==> config.mk <==
export PLATFORM = sky130hd
export DESIGN_NAME = stream_mux_rr_flat
export DESIGN_NICKNAME = d
export VERILOG_FILES = /design/src/rtl/stream_mux_rr_if.sv /design/src/rtl/stream_mux_rr.sv /design/src/flat_wrapper.sv
export SDC_FILE = /design/constraint.sdc
export NUM_CORES = 1
export LEC_CHECK = 0
export BUFFER_PORTS_ARGS = -buffer_cell sky130_fd_sc_hd__buf_4
export CORE_MARGIN = 2
export CORE_UTILIZATION = 30
export DETAILED_ROUTE_END_ITERATION = 8
export PLACE_DENSITY_LB_ADDON = 0.1
export SLEW_MARGIN = 20
export SYNTH_ARGS = -nofsm -noshare
export SYNTH_HDL_FRONTEND = slang
export SYNTH_SLANG_ARGS = --single-unit
==> constraint.sdc <==
create_clock -name clk -period 3.3 [get_ports clk]
set_input_delay 0.165 -clock clk [delete_from_list [all_inputs] [get_ports clk]]
set_output_delay 0.165 -clock clk [all_outputs]
set_load 0.05 [all_outputs]
==> src/rtl/stream_mux_rr_if.sv <==
// Bundle for the N-to-1 stream mux: N producer channels, force-select control, one registered consumer port.
interface stream_mux_rr_if #(
  parameter int WIDTH = 32,
  parameter int N     = 4,
  parameter int IDW   = (N > 1) ? $clog2(N) : 1
);
  logic [N*WIDTH-1:0] in_data;
  logic [N-1:0]       in_valid;
  logic [N-1:0]       in_ready;
  logic               sel_force_en;
  logic [IDW-1:0]     sel_force;
  logic [WIDTH-1:0]   out_data;
  logic [IDW-1:0]     out_src;
  logic               out_valid;
  logic               out_ready;

  modport master (
    output in_data, in_valid, sel_force_en, sel_force, out_ready,
    input  in_ready, out_data, out_src, out_valid
  );

  modport slave (
    input  in_data, in_valid, sel_force_en, sel_force, out_ready,
    output in_ready, out_data, out_src, out_valid
  );
endinterface

==> src/rtl/stream_mux_rr.sv <==
// Registered N:1 stream mux with round-robin or fixed-priority arbitration and optional forced select.
// Latency: one cycle from input transfer to out_valid; one word per cycle while out_ready is high.
// Backpressure: all in_ready drop while a held word is stalled; a draining word is replaced in the same edge.
module stream_mux_rr #(
  parameter int WIDTH = 32,
  parameter int N     = 4,
  parameter int MODE  = 0
) (
  input logic             clk,
  input logic             rst_n,
  stream_mux_rr_if.slave  bus
);
  localparam int IDW = (N > 1) ? $clog2(N) : 1;

  logic [IDW-1:0]   ptr;
  logic [IDW-1:0]   grant;
  logic             grant_vld;
  logic             load_en;
  logic [WIDTH-1:0] sel_data;
  int               idx;

  always_comb begin
    load_en   = !bus.out_valid || bus.out_ready;
    grant_vld = 1'b0;
    grant     = '0;
    idx       = 0;
    if (bus.sel_force_en) begin
      // An out-of-range force index yields no grant rather than aliasing onto a real channel.
      if (int'(bus.sel_force) < N) begin
        if (bus.in_valid[bus.sel_force]) begin
          grant_vld = 1'b1;
          grant     = bus.sel_force;
        end
      end
    end else if (MODE == 1) begin
      for (int k = N - 1; k >= 0; k--) begin
        if (bus.in_valid[k]) begin
          grant_vld = 1'b1;
          grant     = IDW'(k);
        end
      end
    end else begin
      // Scan downward so the channel nearest the pointer is the last, winning, assignment.
      for (int k = N - 1; k >= 0; k--) begin
        idx = int'(ptr) + k;
        if (idx >= N) idx = idx - N;
        if (bus.in_valid[idx]) begin
          grant_vld = 1'b1;
          grant     = IDW'(idx);
        end
      end
    end
  end

  assign sel_data = bus.in_data[int'(grant)*WIDTH +: WIDTH];

  always_comb begin
    bus.in_ready = '0;
    if (rst_n && load_en && grant_vld) bus.in_ready[grant] = 1'b1;
  end

  always_ff @(posedge clk or negedge rst_n) begin
    if (!rst_n) begin
      bus.out_valid <= 1'b0;
      bus.out_data  <= '0;
      bus.out_src   <= '0;
      ptr           <= '0;
    end else if (load_en) begin
      bus.out_valid <= grant_vld;
      if (grant_vld) begin
        bus.out_data <= sel_data;
        bus.out_src  <= grant;
        ptr          <= (int'(grant) == N - 1) ? '0 : grant + IDW'(1);
      end
    end
  end
endmodule
==> src/flat_wrapper.sv <==
// flat-port wrapper written by rule: the top's interface ports become plain ports
module stream_mux_rr_flat 
#(
  parameter int WIDTH = 32,
  parameter int N     = 4,
  parameter int MODE  = 0
)
  (clk, rst_n, bus_in_data, bus_in_valid, bus_sel_force_en, bus_sel_force, bus_out_ready, bus_in_ready, bus_out_data, bus_out_src, bus_out_valid);
  stream_mux_rr_if #(.WIDTH(WIDTH), .N(N)) bus_i ();
  input logic clk;
  input logic rst_n;
  input wire logic [$bits(bus_i.in_data)-1:0] bus_in_data;
  input wire logic [$bits(bus_i.in_valid)-1:0] bus_in_valid;
  input wire logic [$bits(bus_i.sel_force_en)-1:0] bus_sel_force_en;
  input wire logic [$bits(bus_i.sel_force)-1:0] bus_sel_force;
  input wire logic [$bits(bus_i.out_ready)-1:0] bus_out_ready;
  output wire logic [$bits(bus_i.in_ready)-1:0] bus_in_ready;
  output wire logic [$bits(bus_i.out_data)-1:0] bus_out_data;
  output wire logic [$bits(bus_i.out_src)-1:0] bus_out_src;
  output wire logic [$bits(bus_i.out_valid)-1:0] bus_out_valid;
  assign bus_i.in_data = bus_in_data;
  assign bus_i.in_valid = bus_in_valid;
  assign bus_i.sel_force_en = bus_sel_force_en;
  assign bus_i.sel_force = bus_sel_force;
  assign bus_i.out_ready = bus_out_ready;
  assign bus_in_ready = bus_i.in_ready;
  assign bus_out_data = bus_i.out_data;
  assign bus_out_src = bus_i.out_src;
  assign bus_out_valid = bus_i.out_valid;
  stream_mux_rr #(.WIDTH(WIDTH), .N(N), .MODE(MODE)) u_core (.clk(clk), .rst_n(rst_n), .bus(bus_i));
endmodule
==> results of run 1 <==
[final timing paths]
kind                                                   startpoint                                  end  slack [ns]  depth (start not counted)
worst max-delay path                    u_core.ptr[1]$_DFFE_PN0P_                      bus_in_ready[2]        0.68                          8
worst min-delay path                              bus_in_data[69]   u_core.bus.out_data[5]$_DFFE_PN0P_        0.15                          3
worst max register to register          u_core.ptr[1]$_DFFE_PN0P_   u_core.bus.out_data[2]$_DFFE_PN0P_        1.02                          7
worst min register to register  u_core.bus.out_src[1]$_DFFE_PN0P_    u_core.bus.out_src[1]$_DFFE_PN0P_        0.53                          2
max in group asynchronous                                   rst_n  u_core.bus.out_data[23]$_DFFE_PN0P_        2.56                          2
min in group asynchronous                                   rst_n     u_core.bus.out_valid$_DFFE_PN0N_        0.39                          2
[layout make-up]
| class | count | area [sq um] |
|---|---|---|
| timing repair buffer | 182 | 1370 |
| clock buffer | 5 | 68.8 |
| tap | 105 | 131 |
| inverter | 6 | 35.0 |
| sequential | 37 | 926 |
| fill | 839 | 4280 |
| clock inverter | 3 | 17.5 |
| multi-input combinational | 207 | 1470 |
[stage by stage]
stage	utilization, %	total power [uW]	std cells	hold slack (ns)	worst slack (ns)
2_1_floorplan	-	1650	273	-0.131	1.08
5_1_grt	48.4	2540	545	0.178	0.516
6_report	48.4	2400	545	0.150	0.677
3_3_place_gp	47.2	2090	536	0.183	1.05
3_5_place_dp	47.2	2110	536	0.181	0.986
4_1_cts	48.4	2430	545	0.133	0.664
[routing by layer]
metal  part of all wire, %  up-vias  track usage, %
met3                   8.4        6            5.42
met2                    50      130            32.5
met4                  0.77        0            3.58
met1                    41     1312            22.8
met5                     0        -               0
li1                      -     1366               -
[power groups by stage]
stage	Combinational (uW)	Clock, uW	Sequential, uW
global route	1480	351	709
finish	1400	316	688
detailed placement	1410	0	696
global placement	1400	0	691
CTS	1410	333	689
floorplan	463	0	1180
[cell usage in the layout, fill, tap and decap left out, drive strengths merged, types with 3 or more instances in the layout]
cell type / Yosys / routed
a21oi: 3 / 3
and2: 31 / 31
buf: 8 / 181
nand2: 8 / 8
nand3: 4 / 4
o21ai: 4 / 4
inv: 6 / 6
clkbuf: 15 / 5
nor2: 41 / 41
nand2b: 3 / 3
dfrtp: 37 / 37
a211oi: 33 / 33
mux2i: 34 / 34
a221oi: 32 / 32
[logic make-up (layout without fill, tap and decap cells)]
group	Yosys count	after routing
and+or+nand+nor	91	91
AOI/OAI and AO/OA	80	80
DFF	37	37
muxes	35	35
buffers and inverters	29	196
adders and majority gates	1	1
[state kept, by name, summed over array words and instances (netlist names)]
signal and count:
u_core.bus.out_data 32, u_core.bus.out_src 2, u_core.ptr 2, u_core.bus.out_valid 1
[timing repair]
item | 4_1_cts | 5_1_grt
endpoints found under the hold margin | 37 | 0
hold buffers | 1 | 0
setup buffers | 0 | 0
[worst max-delay path, cell delays in order, from the launching register on]
cell and delay, ns:
dfrtp_1 0.45, nand2b_1 0.18, a211oi_1 0.26, a211o_1 0.25, nand2_8 0.20, inv_12 0.27
ha_1 0.18, and3_1 0.16, buf_4 0.20
==> key figures, run 1 <==
Die
  • Initial core utilization: 31.1%
  • Die Span X: 96.8 um
  • Die Y: ~97 um
  • Core area: a little over 0.008 sq mm
  • Ports: around 180
  • Die area: 0.00938 sq mm
  • Num rows: 33

Setup path
  • WP data required: roughly 3.1 ns
  • Worst Setup End Kind: output pin
  • Worst-path fanout max: 37
  • CP Class: flop to output pin
  • CP arrival: around 2.5 ns
  • Setup crit start kind: flop

Global route
  • First-pass GRT wire length: around 14000 um
  • Initial antenna violation count: 0
  • Total track usage: about 19%
  • Largest net degree at the start of global routing: 41
  • Vias in the first global route: 2882
  • Grt ovf: 0

Synth
  • Register bit total from synthesis: 37
  • Multiplexer share of the synthesized area: around 14%
  • Top cells by count, synth: nor2_1, dfrtp_1, mux2i_1, a211oi_1, a221oi_1
  • Post-synth ARST share: between 90% and 100%
  • Post-Synth Adder-Cell Area: less than 1%
  • Avg Synthesized Cell Area: roughly 9.5 sq um
  • Post-Synth XOR/XNOR Area: 0%
  • Simple-Gate Fraction of Synth Area: between 15 and 20%
  • Post-Syn Instances: around 270
  • Prevailing post-synth register cell: dfrtp_1
  • Cell with the most instances after synthesis: nor2_1
  • Synth area leader: dfrtp_1
  • Main combinational cell family by area after synthesis: compound AO/OA/AOI/OAI gates
  • Synth top area cells: dfrtp_1, mux2i_1, a221oi_1
  • Post-Syn Nets: between 400 and 500
  • Post-synth EDFFs: 0
  • Cell area after synthesis: 0.00258 sq mm
  • Register area share after synthesis: 35.8%
  • Synth warnings: 0
  • Compound-Gate Fraction of Synth Area: between 20% and 30%
  • Top-area cell type share of the netlist area: a little over a third
  • Synth unique cells: 33

Pwr
  • Switching Share: 48.7%
  • Reg power frac: 28.7%
  • Gate power share: around three fifths
  • Pint: roughly 1200 uW
  • VDD IR-drop max: between 0.2 and 0.3 mV
  • Lkg Pwr: roughly 0.0020 uW
  • Clock power frac: between 10% and 20%
  • Switching power: roughly 1200 uW
  • P per Cell Area: between 500 and 600 mW/mm^2

STA
  • Max Slew Vio Count: 0
  • Post-route minimum period: 2.62 ns
  • Fmax: roughly 380 MHz
  • Fin crit share: roughly four fifths
  • Final Hold Viols: 0
  • Final Setup Violations: 0
  • Final setup TNS: 0 ns
  • Max-slew headroom: 55.8%
  • RSZ-0062 raised after global routing: false
  • Clk_skew: 0.00162 ns
  • Slew @ Worst Pin: 0.661 ns

Clocking
  • Post-CTS Resized: 0
  • CTS root buf: clkbuf_8
  • Clk_lat worst skew: a little under 0.3 ns
  • CTS sink count: 37
  • Htree depth: 2
  • TritonCTS buffer count: 5
  • Buffer depth of the longest clock path: 2
  • CTS tree: built
  • Clock Pin Slew Worst Setup and Hold Paths: ~0.080 ns

Drt
  • Via count: around 2800
  • Total wire length: 8820 um
  • Remaining antenna violation count after routing: 0
  • Drt initial violations: 78
  • Remaining DRCs: 0
  • Vias per inst: 5.16
  • DRT Pass-1 Iters: 4
  • Wirelength per Cell: approximately 16 um

Place
  • Detail Placement HPWL: approximately 6500 um
  • Cell Area, Placed: slightly below 0.004 sq mm
  • Buffers on Ports: about 180
  • RePlAce Congestion: 0.841

Job
  • Max Cap Viol: 0

Worst hold path
  • Worst Hold Class: primary input to flop

Finish
  • Final Instance Area: 0.00402 sq mm
  • Layout Nets: a little under 600
  • Ant. Diodes: 0
  • Share of post-route cells with drive strength above 1: about 45%
  • Layout Area Growth over Synthesis: 55.3%

Outcome
  • Status: complete, no violations
Note: power is estimated with default switching activity, not from simulation.
==> run 2, diff against run 1 <==
- clock period: 3.3 -> 2.5 ns (I/O delays scaled with it)
==> run 2 against run 1 <==
Sequential power grew 32%; largest cell class unchanged; clock skew grew 0.0043 ns; highest routed layer unchanged; clock power grew 44%; first-iteration DRC count shrank 28%.
==> key figures, run 2 (synthesis results as in run 1) <==
Outcome
  • Status: complete, no violations

Setup path
  • WP data required: 2.38 ns (-0.75 ns)
  • Critical path cell sequence: inv_2 > a211o_1 > a211o_1 > nand2_8 > clkinv_16 > ha_1 > and3_1 > buf_4
  • Worst Setup End Kind: output pin
  • Setup crit start kind: flop
  • CP Depth: 8 (unchanged)
  • Worst Path Buf+Inv: 3 (+1)
  • CP arrival: 2.26 ns (-0.20 ns)
  • R2R cell count: 6 (-1)
  • CP Class: flop to output pin
  • Worst-path fanout max: 19 (-49%)
  • Critical path's top delay family: compound AO/OA/AOI/OAI gates
  • R2R setup slack: 0.36 ns (-0.66 ns)
  • CP most frequent cell: a211o_1
  • CP max stage cell: dfrtp_2
  • Max stage delay on crit path: 0.42 ns (-0.03 ns)

STA
  • Final setup TNS: 0 ns (unchanged)
  • Max-slew headroom: 35.1% (-21 points)
  • Final Hold Viols: 0 (unchanged)
  • RSZ-0062 raised after global routing: false
  • PnR worst setup slack: 0.115 ns (-0.562 ns)
  • Clk_skew: 0.00597 ns (+0.00435 ns)
  • Final Setup Violations: 0 (unchanged)
  • Worst hold slack: 0.108 ns (-0.0428 ns)
  • Fmax: approximately 420 MHz
  • Slew @ Worst Pin: 0.973 ns (+0.311 ns)
  • Post-route minimum period: 2.39 ns
  • Fin crit share: between 90% and 100%
  • Max Slew Vio Count: 0 (unchanged)

Pwr
  • Pint: 1700 uW (+38%)
  • Gate power share: 58.1% (about the same)
  • Switching Share: 48.0% (-0.77 points)
  • Reg power frac: 27.9% (-0.8 points)
  • VDD IR-drop max: 0.327 mV (+29%)
  • Total Power: 3260 uW (+36%)
  • Lkg Pwr: 0.00199 uW (+1.5%)
  • P per Cell Area: 799 mW/mm^2 (+34%)
  • Clock power frac: 14.0% (+0.8 points)
  • Switching power: 1560 uW (+34%)

Place
  • Buffers on Ports: 176 (unchanged)
  • RePlAce Congestion: 0.787 (-6.5%)
  • Detail Placement HPWL: 6530 um (+0.42%)
  • Pre-CTS worst setup slack: 0.305 ns (-0.681 ns)

Finish
  • Most common cell after layout, fill and taps aside: buf_4
  • Ant. Diodes: 0 (unchanged)
  • Largest registers: u_core.bus.out_data: 32 flops, u_core.bus.out_src: 2 flops, u_core.ptr: 2 flops
  • Layout Nets: 582 (+0.69%)
  • Top reg by flops: u_core.bus.out_data
  • Most frequent cells in the layout: buf_4, nor2_1, dfrtp_1
  • Fill count: 820 (-2.3%)
  • Share of post-route cells with drive strength above 1: 45.5% (+0.72 points)
  • Number of flip-flops in the largest register: 32 (unchanged)
  • Layout Area Growth over Synthesis: 57.7%

Die
  • Ports: 177 (unchanged)
  • Num rows: 33 (unchanged)
  • Initial core utilization: 31.1% (unchanged)
  • Die Span X: 96.8 um (unchanged)
  • Core area: 0.00830 sq mm (unchanged)
  • Die area: 0.00938 sq mm (unchanged)
  • Die Y: 96.8 um (unchanged)

Global route
  • Largest net degree at the start of global routing: 41 (unchanged)
  • Total track usage: 18.9% (+0.33 points)
  • First-pass GRT wire length: 14700 um (+2.5%)
  • Vias in the first global route: 2915 (+1.1%)
  • Initial antenna violation count: 0 (unchanged)
  • Grt ovf: 0 (unchanged)

Worst hold path
  • Hold Path Depth: 3 (unchanged)
  • Worst Hold Class: primary input to flop

Clocking
  • Htree depth: 2 (unchanged)
  • Setup bufs post-CTS: 0 (unchanged)
  • TritonCTS buffer count: 5 (unchanged)
  • Clk_lat worst skew: 0.28 ns (about the same)
  • CTS sink count: 37 (unchanged)
  • CTS root buf: clkbuf_8
  • Buffer depth of the longest clock path: 2 (unchanged)
  • Clock Pin Slew Worst Setup and Hold Paths: 0.07 ns (about the same)
  • CTS tree: built

Drt
  • Via count: 2823 (+0.32%)
  • Drt initial violations: 56 (-28%)
  • Vias per inst: 5.14 (-0.41%)
  • Total wire length: 9380 um (+6.4%)
  • Remaining DRCs: 0 (unchanged)
  • Wirelength per Cell: 17.1 um (+5.6%)
  • DRT Pass-1 Iters: 4 (unchanged)
  • Remaining antenna violation count after routing: 0 (unchanged)

Job
  • Max Cap Viol: 0 (unchanged)
==> run 2: cell count changes in the layout (fill, tap and decap cells not counted), sizes merged <==
cell	before	now
buf	181	183
clkbuf	5	7
clkinvlp	1	0
nor2	41	42
==> run 2: layout make-up <==
type	count	area [sq um]	share of cell area (%)
flip-flops and latches	37	927	22.7
repair buffers	184	1380	33.9
repair inverters	1	11.3	0.276
inverters	6	48.8	1.20
multi-input cells	208	1470	36.1
well taps	105	131	3.22
clock inverters	1	5.00	0.123
clock buffers	7	96.3	2.36
==> run 2: path summary, 6_finish.rpt <==
| check | startpoint | endpoint |
|---|---|---|
| max reg2reg | u_core.ptr[1]$_DFFE_PN0P_ | u_core.bus.out_data[6]$_DFFE_PN0P_ |
| min in group asynchronous | rst_n | u_core.bus.out_valid$_DFFE_PN0N_ |
| max | u_core.ptr[1]$_DFFE_PN0P_ | bus_in_ready[2] |
| min reg2reg | u_core.bus.out_src[0]$_DFFE_PN0P_ | u_core.bus.out_src[0]$_DFFE_PN0P_ |
| min | bus_in_data[69] | u_core.bus.out_data[5]$_DFFE_PN0P_ |
| max in group asynchronous | rst_n | u_core.ptr[1]$_DFFE_PN0P_ |
==> run 2: worst min-delay path, delay by kind of cell <==
| kind | cells | cell delay [ns] |
|---|---|---|
| AO/OA/AOI/OAI | 2 | 0.14 |
| buffers and inverters | 1 | 0.08 |
==> run 2: layer usage <==
layer	up-vias	global-route usage, %	part of all wire (%)
met5	-	0	0
met4	0	4.23	0.38
met3	4	5.27	8.6
met2	133	32.7	50
met1	1318	23.5	41
li1	1368	-	-
==> run 2: power by group through the flow <==
stage / logic [uW] / clock network, uW / registers, uW
final: 1890 / 456 / 910
after global routing: 2010 / 504 / 934
after CTS: 1890 / 482 / 911
after detailed placement: 1890 / 0 / 920
after global placement: 1870 / 0 / 917
after floorplan: 612 / 0 / 1560
==> run 2: timing repair <==
item,in CTS,in global routing
gates resized for setup,0,3
endpoints found under the hold margin,37,0
hold buffers,1,0
setup endpoints to repair,0,3
==> run 2: stage by stage <==
stage | std cells | cell area, sq um | utilization (%)
final | 549 | 4080 | 49.1
after global routing | 549 | 4080 | 49.1
after CTS | 547 | 4050 | 48.7
after detailed placement | 538 | 3930 | 47.4
after global placement | 538 | 3930 | 47.4
after floorplan | 273 | 2580 | -
==> run 3, diff against run 2 <==
- BUFFER_PORTS_ARGS: -buffer_cell sky130_fd_sc_hd__buf_4 -> default
- DONT_BUFFER_PORTS: default -> 1
==> run 3 against run 2 <==
Non-clock buffer count fell by 168; via count fell by 21%; clock skew barely moved; power fell by 16%; largest power group is now sequential cells.
==> key figures, run 3 (synthesis results as in run 1) <==
Drt
  • Remaining DRCs: 0 (unchanged)
  • Via count: 2220 (-21%)
  • Vias per inst: 5.84 (+14%)
  • DRT Pass-1 Iters: 4 (unchanged)
  • Wirelength per Cell: 20.9 um (+22%)
  • Remaining antenna violation count after routing: 0 (unchanged)
  • Total wire length: 7930 um (-15%)
  • Drt initial violations: 45 (-20%)

Pwr
  • Reg power frac: 58.1% (+30 points)
  • Gate power share: 26.7% (-31 points)
  • Total Power: 2750 uW (-16%)
  • Clock power frac: 15.2% (+1.2 points)
  • Switching Share: 53.7% (+5.7 points)
  • Switching power: 1470 uW (-5.8%)
  • Lkg Pwr: 0.00117 uW (-41%)
  • P per Cell Area: 977 mW/mm^2 (+22%)
  • VDD IR-drop max: 0.323 mV (-1.1%)
  • Pint: 1270 uW (-25%)

STA
  • Final Hold Viols: 0 (unchanged)
  • Max-slew headroom: 27.1% (-8.0 points)
  • Clk_skew: 0.00602 ns (+0.0000554 ns)
  • Worst hold slack: 0.0229 ns (-0.0847 ns)
  • Final setup TNS: 0 ns (unchanged)
  • Slew @ Worst Pin: 1.09 ns (+0.120 ns)
  • PnR worst setup slack: 0.149 ns (+0.0346 ns)
  • Fin crit share: 94.0% (-1.4 points)
  • Final Setup Violations: 0 (unchanged)
  • Post-route minimum period: 2.35 ns (-0.0346 ns)
  • Max Slew Vio Count: 0 (unchanged)
  • Fmax: 425 MHz (+1.5%)

Job
  • Max Cap Viol: 0 (unchanged)

Die
  • Core area: 0.00830 sq mm (unchanged)
  • Die Y: 96.8 um (unchanged)
  • Initial core utilization: 31.1% (unchanged)
  • Die Span X: 96.8 um (unchanged)
  • Num rows: 33 (unchanged)
  • Ports: 177 (unchanged)
  • Die area: 0.00938 sq mm (unchanged)

Finish
  • Layout Area Growth over Synthesis: 8.66%
  • Most common cell after layout, fill and taps aside: nor2_1
  • Number of flip-flops in the largest register: 32 (unchanged)
  • Largest registers: u_core.bus.out_data: 32 flops, u_core.bus.out_src: 2 flops, u_core.ptr: 2 flops
  • Ant. Diodes: 0 (unchanged)
  • Post-Layout Cell Count: 380 (-31%)
  • Most frequent cells in the layout: nor2_1, dfrtp_1, mux2i_1
  • Top reg by flops: u_core.bus.out_data
  • Share of post-route cells with drive strength above 1: 11.6% (-34 points)
  • Layout Nets: 413 (-29%)

Clocking
  • CTS tree: built
  • CTS root buf: clkbuf_8
  • Clk_lat worst skew: 0.29 ns (about the same)
  • TritonCTS buffer count: 5 (unchanged)
  • Clock Pin Slew Worst Setup and Hold Paths: 0.08 ns (about the same)
  • Buffer depth of the longest clock path: 2 (unchanged)
  • Htree depth: 2 (unchanged)
  • CTS sink count: 37 (unchanged)

Global route
  • Initial antenna violation count: 0 (unchanged)
  • Vias in the first global route: 2256 (-23%)
  • First-pass GRT wire length: 12000 um (-18%)
  • Largest net degree at the start of global routing: 41 (unchanged)
  • Grt ovf: 0 (unchanged)
  • Total track usage: 15.8% (-3.1 points)

Outcome
  • Status: complete, no violations

Setup path
  • Setup crit start kind: flop
  • R2R cell count: 8 (+2)
  • FF-to-FF End: u_core.bus.out_data[5]$_DFFE_PN0P_
  • Critical path cell sequence: nand2b_1 > a211oi_1 > a211o_1 > nand2_8 > inv_16 > ha_1 > and3_1 > buf_12
  • WP data required: 2.38 ns (about the same)
  • Max stage delay on crit path: 0.45 ns (+0.03 ns)
  • Worst Setup End Kind: output pin
  • CP max stage cell: dfrtp_1
  • RR Startpoint: u_core.ptr[1]$_DFFE_PN0P_
  • Worst Path Buf+Inv: 2 (-1)
  • Critical path's top delay family: simple AND/OR/NAND/NOR gates
  • Worst-path fanout max: 28 (+9)
  • R2R setup slack: 0.35 ns (about the same)
  • CP Class: flop to output pin
  • CP arrival: 2.23 ns (-0.03 ns)

Place
  • Pre-CTS worst setup slack: 0.155 ns (-0.150 ns)
  • Buffers on Ports: 0 (-100%)
  • RePlAce Congestion: 0.769 (-2.3%)
  • Dpl cells: 368 (-32%)
  • Detail Placement HPWL: 5410 um (-17%)

Worst hold path
  • Hold Path Origin: bus_in_data[69]
  • Hold Path Depth: 2 (-1)
  • Endpoint, Worst Hold: u_core.bus.out_data[5]$_DFFE_PN0P_
  • Worst Hold Class: primary input to flop
[run 3: changes by cell type in the layout (fill, tap and decap cells not counted), sizes merged]
cell / delta
clkinvlp: +1
clkbuf: -2
buf: -168
[run 3: area by class of cell]
type | count | area (sq um)
inverter | 6 | 38.8
clock inverter | 3 | 17.5
fill | 873 | 5490
sequential | 37 | 926
timing repair buffer | 16 | 148
clock buffer | 5 | 68.8
multi-input combinational | 208 | 1480
tap | 105 | 131
[run 3: worst max path at each step]
stage	from	end	slack (ns)	depth (start not counted)
after floorplan	u_core.bus.out_valid$_DFFE_PN0N_	bus_in_ready[0]	0.32	5
after global placement	u_core.ptr[1]$_DFFE_PN0P_	u_core.bus.out_data[17]$_DFFE_PN0P_	0.14	6
after detailed placement	u_core.ptr[1]$_DFFE_PN0P_	u_core.bus.out_data[14]$_DFFE_PN0P_	0.15	6
after CTS	u_core.ptr[1]$_DFFE_PN0P_	bus_in_ready[2]	0.09	8
after global routing	u_core.ptr[1]$_DFFE_PN0P_	bus_in_ready[2]	-0.002	8
final	u_core.ptr[1]$_DFFE_PN0P_	bus_in_ready[2]	0.15	8
[run 3: through the flow]
stage               cell area (sq um)  util (%)
floorplan                        2580         -
global placement                 2670      32.2
detailed placement               2670      32.2
CTS                              2790      33.6
global route                     2810      33.8
finish                           2810      33.8
[run 3: repair_timing]
item	in CTS	in global routing
gates resized for setup	0	2
hold endpoints to repair	37	0
hold buffers	2	0
endpoints found under the setup margin	0	17
setup buffers	0	1
[run 3: per-layer routing]
metal | GRT usage, % | routed length, um | vias up
met5 | 0 | 0 | -
met4 | 3.25 | 40 | 0
met3 | 4.48 | 620 | 5
met2 | 28.3 | 3940 | 112
met1 | 18.8 | 3330 | 1070
li1 | - | - | 1033
[run 3: power groups by stage]
stage	combinational [uW]	sequential [uW]	clock (uW)
floorplan	612	1560	0
global placement	707	1620	0
detailed placement	711	1610	0
CTS	728	1600	439
global route	823	1620	461
finish	734	1590	417
